--- config.mk ---
export PLATFORM = sky130hd
export DESIGN_NAME = parity_frame_tx_flat
export DESIGN_NICKNAME = d
export VERILOG_FILES = /design/src/rtl/parity_frame_tx_pkg.sv /design/src/rtl/parity_frame_tx_if.sv /design/src/rtl/serial_parity_acc.sv /design/src/rtl/parity_frame_tx.sv /design/src/flat_wrapper.sv
export SDC_FILE = /design/constraint.sdc
export NUM_CORES = 1
export LEC_CHECK = 0
export ABC_AREA = 1
export BUFFER_PORTS_ARGS = -buffer_cell sky130_fd_sc_hd__buf_2
export CAP_MARGIN = 20
export CORE_UTILIZATION = 55
export DETAILED_ROUTE_END_ITERATION = 16
export GPL_TIMING_DRIVEN = 0
export HOLD_SLACK_MARGIN = 0.03
export MAX_ROUTING_LAYER = met4
export PLACE_DENSITY_LB_ADDON = 0.25
export RECOVER_POWER = 50
export SYNTH_ARGS = -nofsm -noshare
export SYNTH_HDL_FRONTEND = slang
export SYNTH_SLANG_ARGS = --single-unit
--- constraint.sdc ---
create_clock -name clk -period 1.79 [get_ports clk]
set_input_delay 0.179 -clock clk [delete_from_list [all_inputs] [get_ports clk]]
set_output_delay 0.179 -clock clk [all_outputs]
set_load 0.01 [all_outputs]
--- src/rtl/parity_frame_tx_pkg.sv ---
// Shared constants for the parity frame transmitter: state encoding, parity modes and line levels.
package parity_frame_tx_pkg;

  localparam logic [2:0] StIdle   = 3'd0;
  localparam logic [2:0] StStart  = 3'd1;
  localparam logic [2:0] StData   = 3'd2;
  localparam logic [2:0] StParity = 3'd3;
  localparam logic [2:0] StStop   = 3'd4;

  localparam logic ParOdd  = 1'b1;
  localparam logic ParEven = 1'b0;

  localparam logic LineIdle = 1'b1;
  localparam logic StartBit = 1'b0;
  localparam logic StopBit  = 1'b1;

endpackage

--- src/rtl/parity_frame_tx_if.sv ---
// Producer-side handshake plus serial-line status bundle for parity_frame_tx.
interface parity_frame_tx_if #(
  parameter int unsigned DATA_W = 8
);
  localparam int unsigned IdxW = $clog2(DATA_W);

  logic [DATA_W-1:0] in_data;
  logic              in_valid;
  logic              in_ready;
  logic              abort;
  logic              ser_out;
  logic              busy;
  logic [IdxW-1:0]   bit_idx;
  logic              frame_done;

  modport master (
    output in_data, in_valid, abort,
    input  in_ready, ser_out, busy, bit_idx, frame_done
  );

  modport slave (
    input  in_data, in_valid, abort,
    output in_ready, ser_out, busy, bit_idx, frame_done
  );
endinterface

--- src/rtl/serial_parity_acc.sv ---
// Single-flop running parity: load seeds the value, en folds one serial bit in per clock.
module serial_parity_acc (
  input  logic clk,
  input  logic arst,
  input  logic load,
  input  logic init,
  input  logic en,
  input  logic din,
  output logic par
);

  logic par_q;

  always_ff @(posedge clk or posedge arst) begin
    if (arst) begin
      par_q <= 1'b0;
    end else if (load) begin
      par_q <= init;
    end else if (en) begin
      par_q <= par_q ^ din;
    end
  end

  assign par = par_q;

endmodule

--- src/rtl/parity_frame_tx.sv ---
// Frame sequencer: start bit, DATA_W data bits LSB first, parity bit, stop bit on one serial line.
module parity_frame_tx
  import parity_frame_tx_pkg::*;
#(
  parameter int unsigned DATA_W = 8,
  parameter bit          ODD    = 1'b1
) (
  input logic               clk,
  input logic               arst,
  parity_frame_tx_if.slave  bus
);

  localparam int unsigned     CntW    = $clog2(DATA_W);
  localparam logic [CntW-1:0] CntLast = CntW'(DATA_W - 1);

  logic [2:0]        state_q, state_d;
  logic [DATA_W-1:0] shift_q, shift_d;
  logic [CntW-1:0]   cnt_q, cnt_d;
  logic              accept;
  logic              acc_load;
  logic              acc_init;
  logic              acc_en;
  logic              par;

  assign bus.in_ready = ((state_q == StIdle) || (state_q == StStop)) && !bus.abort;
  assign accept       = bus.in_valid && bus.in_ready;

  always_comb begin
    state_d = state_q;
    shift_d = shift_q;
    cnt_d   = cnt_q;
    if (bus.abort) begin
      state_d = StIdle;
      shift_d = '0;
      cnt_d   = '0;
    end else begin
      case (state_q)
        StIdle, StStop: begin
          // STOP accepting straight into START gives back-to-back frames with no idle gap.
          if (accept) begin
            state_d = StStart;
            shift_d = bus.in_data;
          end else begin
            state_d = StIdle;
          end
        end
        StStart: begin
          state_d = StData;
          cnt_d   = '0;
        end
        StData: begin
          shift_d = shift_q >> 1;
          if (cnt_q == CntLast) begin
            state_d = StParity;
            cnt_d   = '0;
          end else begin
            cnt_d = cnt_q + 1'b1;
          end
        end
        StParity: state_d = StStop;
        default:  state_d = StIdle;
      endcase
    end
  end

  always_ff @(posedge clk or posedge arst) begin
    if (arst) begin
      state_q <= StIdle;
      shift_q <= '0;
      cnt_q   <= '0;
    end else begin
      state_q <= state_d;
      shift_q <= shift_d;
      cnt_q   <= cnt_d;
    end
  end

  // Abort reuses the load path to clear the accumulator.
  assign acc_load = accept || bus.abort;
  assign acc_init = bus.abort ? 1'b0 : (ODD ? ParOdd : ParEven);
  assign acc_en   = (state_q == StData);

  serial_parity_acc u_acc (
    .clk  (clk),
    .arst (arst),
    .load (acc_load),
    .init (acc_init),
    .en   (acc_en),
    .din  (shift_q[0]),
    .par  (par)
  );

  always_comb begin
    bus.ser_out = LineIdle;
    case (state_q)
      StStart:  bus.ser_out = StartBit;
      StData:   bus.ser_out = shift_q[0];
      StParity: bus.ser_out = par;
      StStop:   bus.ser_out = StopBit;
      default:  bus.ser_out = LineIdle;
    endcase
  end

  assign bus.busy       = (state_q != StIdle);
  assign bus.frame_done = (state_q == StStop);
  assign bus.bit_idx    = (state_q == StData) ? cnt_q : '0;

endmodule
--- src/flat_wrapper.sv ---
// flat-port wrapper written by rule: the top's interface ports become plain ports
module parity_frame_tx_flat import parity_frame_tx_pkg::*;
#(
  parameter int unsigned DATA_W = 8,
  parameter bit          ODD    = 1'b1
)
  (clk, arst, bus_in_data, bus_in_valid, bus_abort, bus_in_ready, bus_ser_out, bus_busy, bus_bit_idx, bus_frame_done);
  parity_frame_tx_if #(.DATA_W(DATA_W)) bus_i ();
  input logic clk;
  input logic arst;
  input wire logic [$bits(bus_i.in_data)-1:0] bus_in_data;
  input wire logic [$bits(bus_i.in_valid)-1:0] bus_in_valid;
  input wire logic [$bits(bus_i.abort)-1:0] bus_abort;
  output wire logic [$bits(bus_i.in_ready)-1:0] bus_in_ready;
  output wire logic [$bits(bus_i.ser_out)-1:0] bus_ser_out;
  output wire logic [$bits(bus_i.busy)-1:0] bus_busy;
  output wire logic [$bits(bus_i.bit_idx)-1:0] bus_bit_idx;
  output wire logic [$bits(bus_i.frame_done)-1:0] bus_frame_done;
  assign bus_i.in_data = bus_in_data;
  assign bus_i.in_valid = bus_in_valid;
  assign bus_i.abort = bus_abort;
  assign bus_in_ready = bus_i.in_ready;
  assign bus_ser_out = bus_i.ser_out;
  assign bus_busy = bus_i.busy;
  assign bus_bit_idx = bus_i.bit_idx;
  assign bus_frame_done = bus_i.frame_done;
  parity_frame_tx #(.DATA_W(DATA_W), .ODD(ODD)) u_core (.clk(clk), .arst(arst), .bus(bus_i));
endmodule
# After elaboration in Yosys (flattened, before gate mapping)
# Cells that the tools add are included.
dict set report totals {
  out_inout_bits 7
  word_cells 40
  ff_bits 15
}
dict set report op_classes {
  n_reduce_logical 12
  n_eq_ne 7
  n_addsub 1
  bitwise 1
  mux 15
}
# op n
set op_table {}
lappend op_table {{two-way mux 8 bit} 2}
lappend op_table {{one-hot mux 8 bit (2 select lines)} 1}
lappend op_table {{two-way mux 3 bit} 5}
lappend op_table {{one-hot mux 3 bit (4 select lines)} 1}
lappend op_table {{nonzero test 3 bit} 3}
lappend op_table {{== test 3 x 2 -> 1 bit (second input constant)} 2}
lappend op_table {{== test 3 bit (second input constant)} 2}
lappend op_table {{one-hot mux 3 bit (2 select lines)} 1}
lappend op_table {{two-way mux 1 bit} 4}
lappend op_table {{adder 3 x 1 -> 3 bit (second input constant)} 1}
lappend op_table {{== test 3 x 1 -> 1 bit (second input constant)} 1}
lappend op_table {{zero test 3 bit} 1}
lappend op_table {{inequality test 3 x 2 -> 1 bit (second input constant)} 1}
lappend op_table {{inequality test 3 bit (second input constant)} 1}
lappend op_table {{one-hot mux 1 bit (3 select lines)} 1}
lappend op_table {{logical AND 1 bit} 2}
lappend op_table {{logical OR 1 bit} 2}
lappend op_table {{AND reduction 2 bit} 1}
lappend op_table {{nonzero test 2 bit} 1}
lappend op_table {{OR reduction 2 bit} 1}
lappend op_table {{zero test 1 bit} 1}
lappend op_table {{bitwise XOR 1 bit} 1}

# Depth between registers and ports, before layout
dict set report logic_depth {
  depth_word 7
  ltp_mapped 7
  ltp_nobuf 6
}

# Hierarchy
# Synthesis repeated with hierarchy kept, for this count alone.
dict set report hier_totals {
  hier_cells 126
  area_unflattened_um2 930.9
}
# module seq_area_each_um2 instances area_each_um2 cells_each
set by_module_without_submodules {}
lappend by_module_without_submodules {parity_frame_tx 350.3 1 865.8 116}
lappend by_module_without_submodules {serial_parity_acc 25.0 1 65.1 10}

# Worst setup path after synthesis
# Ideal clock, no wire load.
dict set report synth_timing {
  path_type {reg-to-output}
  from {register u_core.state_q[0]}
  to {output port bus_bit_idx[0]}
  required_time_ns 1.611
  arrival_time_ns 0.933
  path_buffers 1
  path_stages_with_launch 5
  path_slack_ns 0.678
  path_cell_list {dfrtp_1 nor2_1 nand2_1 buf_2 nor2_1}
}
dict set report synth_between {
  elab_chain_cells 2
}
# element line
set synth_rtl {}
lappend synth_rtl {{start: declaration} parity_frame_tx.sv:16} ;# logic [2:0] state_q, state_d;
lappend synth_rtl {{start signal: assignment} parity_frame_tx.sv:68} ;# state_q <= StIdle;
lappend synth_rtl {{start signal: assignment} parity_frame_tx.sv:72} ;# state_q <= state_d;
lappend synth_rtl {{== test 3 x 2 -> 1 bit} parity_frame_tx.sv:106} ;# assign bus.bit_idx = (state_q == StData) ? cnt_q : '0;
lappend synth_rtl {{two-way mux 3 bit} parity_frame_tx.sv:106}
lappend synth_rtl {{end: declaration} flat_wrapper.sv:17} ;# output wire logic [$bits(bus_i.bit_idx)-1:0] bus_bit_idx;
# No other way between the ends.

# Final worst setup path
dict set report layout_timing {
  from {register u_core.state_q[0]}
  to {output port bus_ser_out}
}
dict set report layout_between {
  elab_chain_cells 2
  elab_cells_between_ends 4
  cone_classes {eq/ne (3); mux (1)}
}
# element line
set layout_rtl {}
lappend layout_rtl {{== test 3 x 2 -> 1 bit / == test 3 x 1 -> 1 bit (equally long branches)} parity_frame_tx.sv:95} ;# case (state_q)
lappend layout_rtl {{one-hot mux 1 bit (3 select lines) (*)} parity_frame_tx.sv:95}
lappend layout_rtl {{end: declaration} flat_wrapper.sv:15} ;# output wire logic [$bits(bus_i.ser_out)-1:0] bus_ser_out;
# Every way passes the cells marked *; elsewhere a longest branch is shown, timed or not.

==> metrics.md <==
| Metric | Value |
|---|---|
| Site Rows | `13` |
| CTS buffer count | `3` |
| Sw Ratio | `0.3635` |
| Total core area | `1366 µm²` |
| Logic pwr share | `0.311` |
| Total number of vias | `801` |
| Total number of yosys warnings | `0` |
| DIE HEIGHT | `41.28 µm` |
| Synth area leader | `dfrtp_1` |
| Max Fanout on Critical Path | `10` |
| GP Congestion | `0.7329` |
| TritonCTS clock tree | `built` |
| Reg clk slew, reported paths | `0.10 ns` |
| First drt pass iteration count | `6` |
| Filler cell count in the final layout | `116` |
| Seq pwr share | `0.467` |
| Pwr/cell area | `920.4 nW/µm²` |
| Die Area | `1704 µm²` |
| Max stage delay on crit path | `0.42 ns` |
| I/O pins | `19` |
| Distinct cells, synth | `19` |
| Total setup buffers inserted after CTS | `0` |
| Initial Utilization | `0.6209` |
| Clock Latency Late Sink | `0.29 ns` |
| GR Util All Layers | `0.2465` |
| Tmin final | `1.566 ns` |
| Clk pwr share | `0.222` |
| Share of synthesized registers carrying an async set or reset | `1.000` |
| Routed wire length | `1746 µm` |
| Actual slew at the worst max-slew pin | `0.5549 ns` |
| Outcome | `completed` |
| Fin nets | `150` |
| TNS Setup | `0 ns` |
| Slew HR | `0.6297` |
| #FFs+latches synth | `15` |
| Final Hold Vio Count | `0` |
| Area delta synth->final | `16.37%` |
| Largest net degree at the start of global routing | `16` |
| Synth Area per Inst | `7.574 µm²` |
| VDD IR-drop max | `561.0 µV` |
| Most used DFF post-synth | `dfrtp_1` |
| Final worst path period share | `0.8750` |
| Sequential cell area | `375.4 µm²` |
| Internal power | `0.5783 mW` |
| Routed vias/inst | `5.340` |
| Max-Cap Viols | `0` |
| Synth top cells by count | `nand2_1, dfrtp_1, nand3_1, nand4_1, nor2_1` |
| Syn Inst Count | `112` |
| WP data arrival | `1.39 ns` |
| Hpwl dp | `1253 µm` |
| Multi-input logic area | `389.1 µm²` |
| Layout cells sized above 1 | `0.2296` |
| Die width | `41.28 µm` |
| Top cell type's share of synthesized area | `0.4425` |
| Hold WS | `0.1011 ns` |
| Initial antenna violation count | `0` |
| Sequential area share after synthesis | `0.4425` |
| Post-route DRC | `0` |
| RSZ-0062 raised after global routing | `false` |
| Gates resized, CTS repair | `0` |
| Clock sink count | `15` |
| DRT antenna net count | `0` |
| Cell Area, Synth | `848.3 µm²` |
| Ranking of synthesized cells by area | `dfrtp_1, nand2_1, nand3_1, nand4_1, nor2_1` |
| Crit path kind | `flip-flop to primary output` |
| Synth Net Count | `126` |
| Max stage delay cell, worst path | `dfrtp_1` |
| Most frequent cell after synthesis | `nand2_1` |
| Htree depth | `1` |
| Pins Over Slew Limit | `0` |
| Leakage | `0.5831 nW` |
| 1st-iter DRT viols | `19` |
| Worst Setup Start Kind | `flip-flop` |
| Net Sw Power | `0.3303 mW` |
| Min-Delay Path Class | `primary input to flip-flop` |
| CP delay by family, top | `flip-flops` |
| CTS Root Cell | `clkbuf_4` |
| Post-synth EDFFs | `0` |
| Buf+Inv Stages, Crit Path | `2` |
| Routed length per placed instance | `11.64 µm` |
| Max Fclk | `0.6385 GHz` |
| Worst Skew | `0.004423 ns` |
| Overflow after GRT | `0` |
| Worst EP required | `1.61 ns` |
| CTS max path bufs | `2` |
| Final setup viols | `0` |
| Diode count | `0` |
| Worst-path cell chain | `nor2_1 -> buf_4 -> nand3_1 -> o211ai_1 -> buf_2` |
| First-pass GRT wire length | `2594 µm` |
| Port buffer count | `18` |
| Vias in the first global route | `637` |
| Worst Setup End Kind | `primary output` |
-- final cells by class --
cell class / count / area share
Inverter: 9 / 0.03422
Timing Repair Buffer: 19 / 0.1014
Tap cell: 15 / 0.01901
Clock inverter: 1 / 0.005070
Sequential cell: 15 / 0.3802
Buffer: 6 / 0.04309
Multi-Input combinational cell: 82 / 0.3942
Clock buffer: 3 / 0.02281
-- power by group through the flow --
stage | Combinational, mW | Sequential [mW] | Clock, mW
final | 0.283 | 0.425 | 0.202
after global routing | 0.320 | 0.429 | 0.214
after floorplan | 0.212 | 0.426 | 0
after detailed placement | 0.284 | 0.435 | 0
after CTS | 0.287 | 0.428 | 0.203
after global placement | 0.280 | 0.431 | 0
-- registers in the layout, summed over array words and instances, names as in the netlist --
name	cells
u_core.u_acc.par	1
u_core.shift_q	8
u_core.state_q	3
u_core.cnt_q	3
-- through the flow --
step,instance area [µm²],setup WS (ns),util,std cells,power (mW)
2_1_floorplan,848.3,0.6777,-,112,0.6379
3_3_place_gp,957.2,0.5410,0.7005,145,0.7116
3_5_place_dp,957.2,0.5174,0.7005,145,0.7190
4_1_cts,994.7,0.1940,0.7280,150,0.9177
5_1_grt,987.2,0.1183,0.7225,150,0.9628
6_report,987.2,0.2237,0.7225,150,0.9086
-- routing by layer --
metal  track usage  part of all wire  up-vias
met4        0.1210             0.019        0
met1        0.3185              0.49      362
met5             -                 0        -
li1              -                 -      410
met2        0.3789              0.45       25
met3       0.03261             0.040        4
-- worst register-to-register path: stages (launching register included) --
cell     delay [ns]
dfrtp_1        0.42
nor2_1         0.25
nand3_2        0.14
buf_6          0.17
or2_1          0.22
nand2_1        0.05
-- cells by family after synthesis --
kind of cell | Yosys count | share of synthesized area
flops | 15 | 0.4425
buf+inv | 15 | 0.08995
simple gates | 78 | 0.4204
compound gates | 2 | 0.01771
fa+ha+maj | 2 | 0.02949
-- cell usage in the layout (no fill, tap or decap), drive strengths merged --
cell         count
or2              1
clkbuf           4
nand4            9
clkinv           1
nand2           43
nor2            10
nor3             1
dlygate4sd3      1
o21a             1
inv              9
buf             23
nand3           14
ha               2
dfrtp           15
o211ai           1
-- what timing repair did --
action / 4_1_cts / 5_1_grt
endpoints found under the hold margin: 15 / 0
endpoints found under the setup margin: 0 / 0
hold buffers: 1 / 0
-- final timing paths --
check | start | end | slack [ns] | depth (start not counted)
max in group asynchronous | arst | u_core.cnt_q[0] | 0.96 | 3
min in group asynchronous | arst | u_core.state_q[0] | 0.47 | 3
min | bus_abort | u_core.state_q[1] | 0.10 | 2
min reg2reg | u_core.state_q[2] | u_core.state_q[2] | 0.51 | 1
max | u_core.state_q[0] | bus_ser_out | 0.22 | 5
max reg2reg | u_core.state_q[0] | u_core.shift_q[7] | 0.49 | 5
Power figures use the tool's default switching activity.
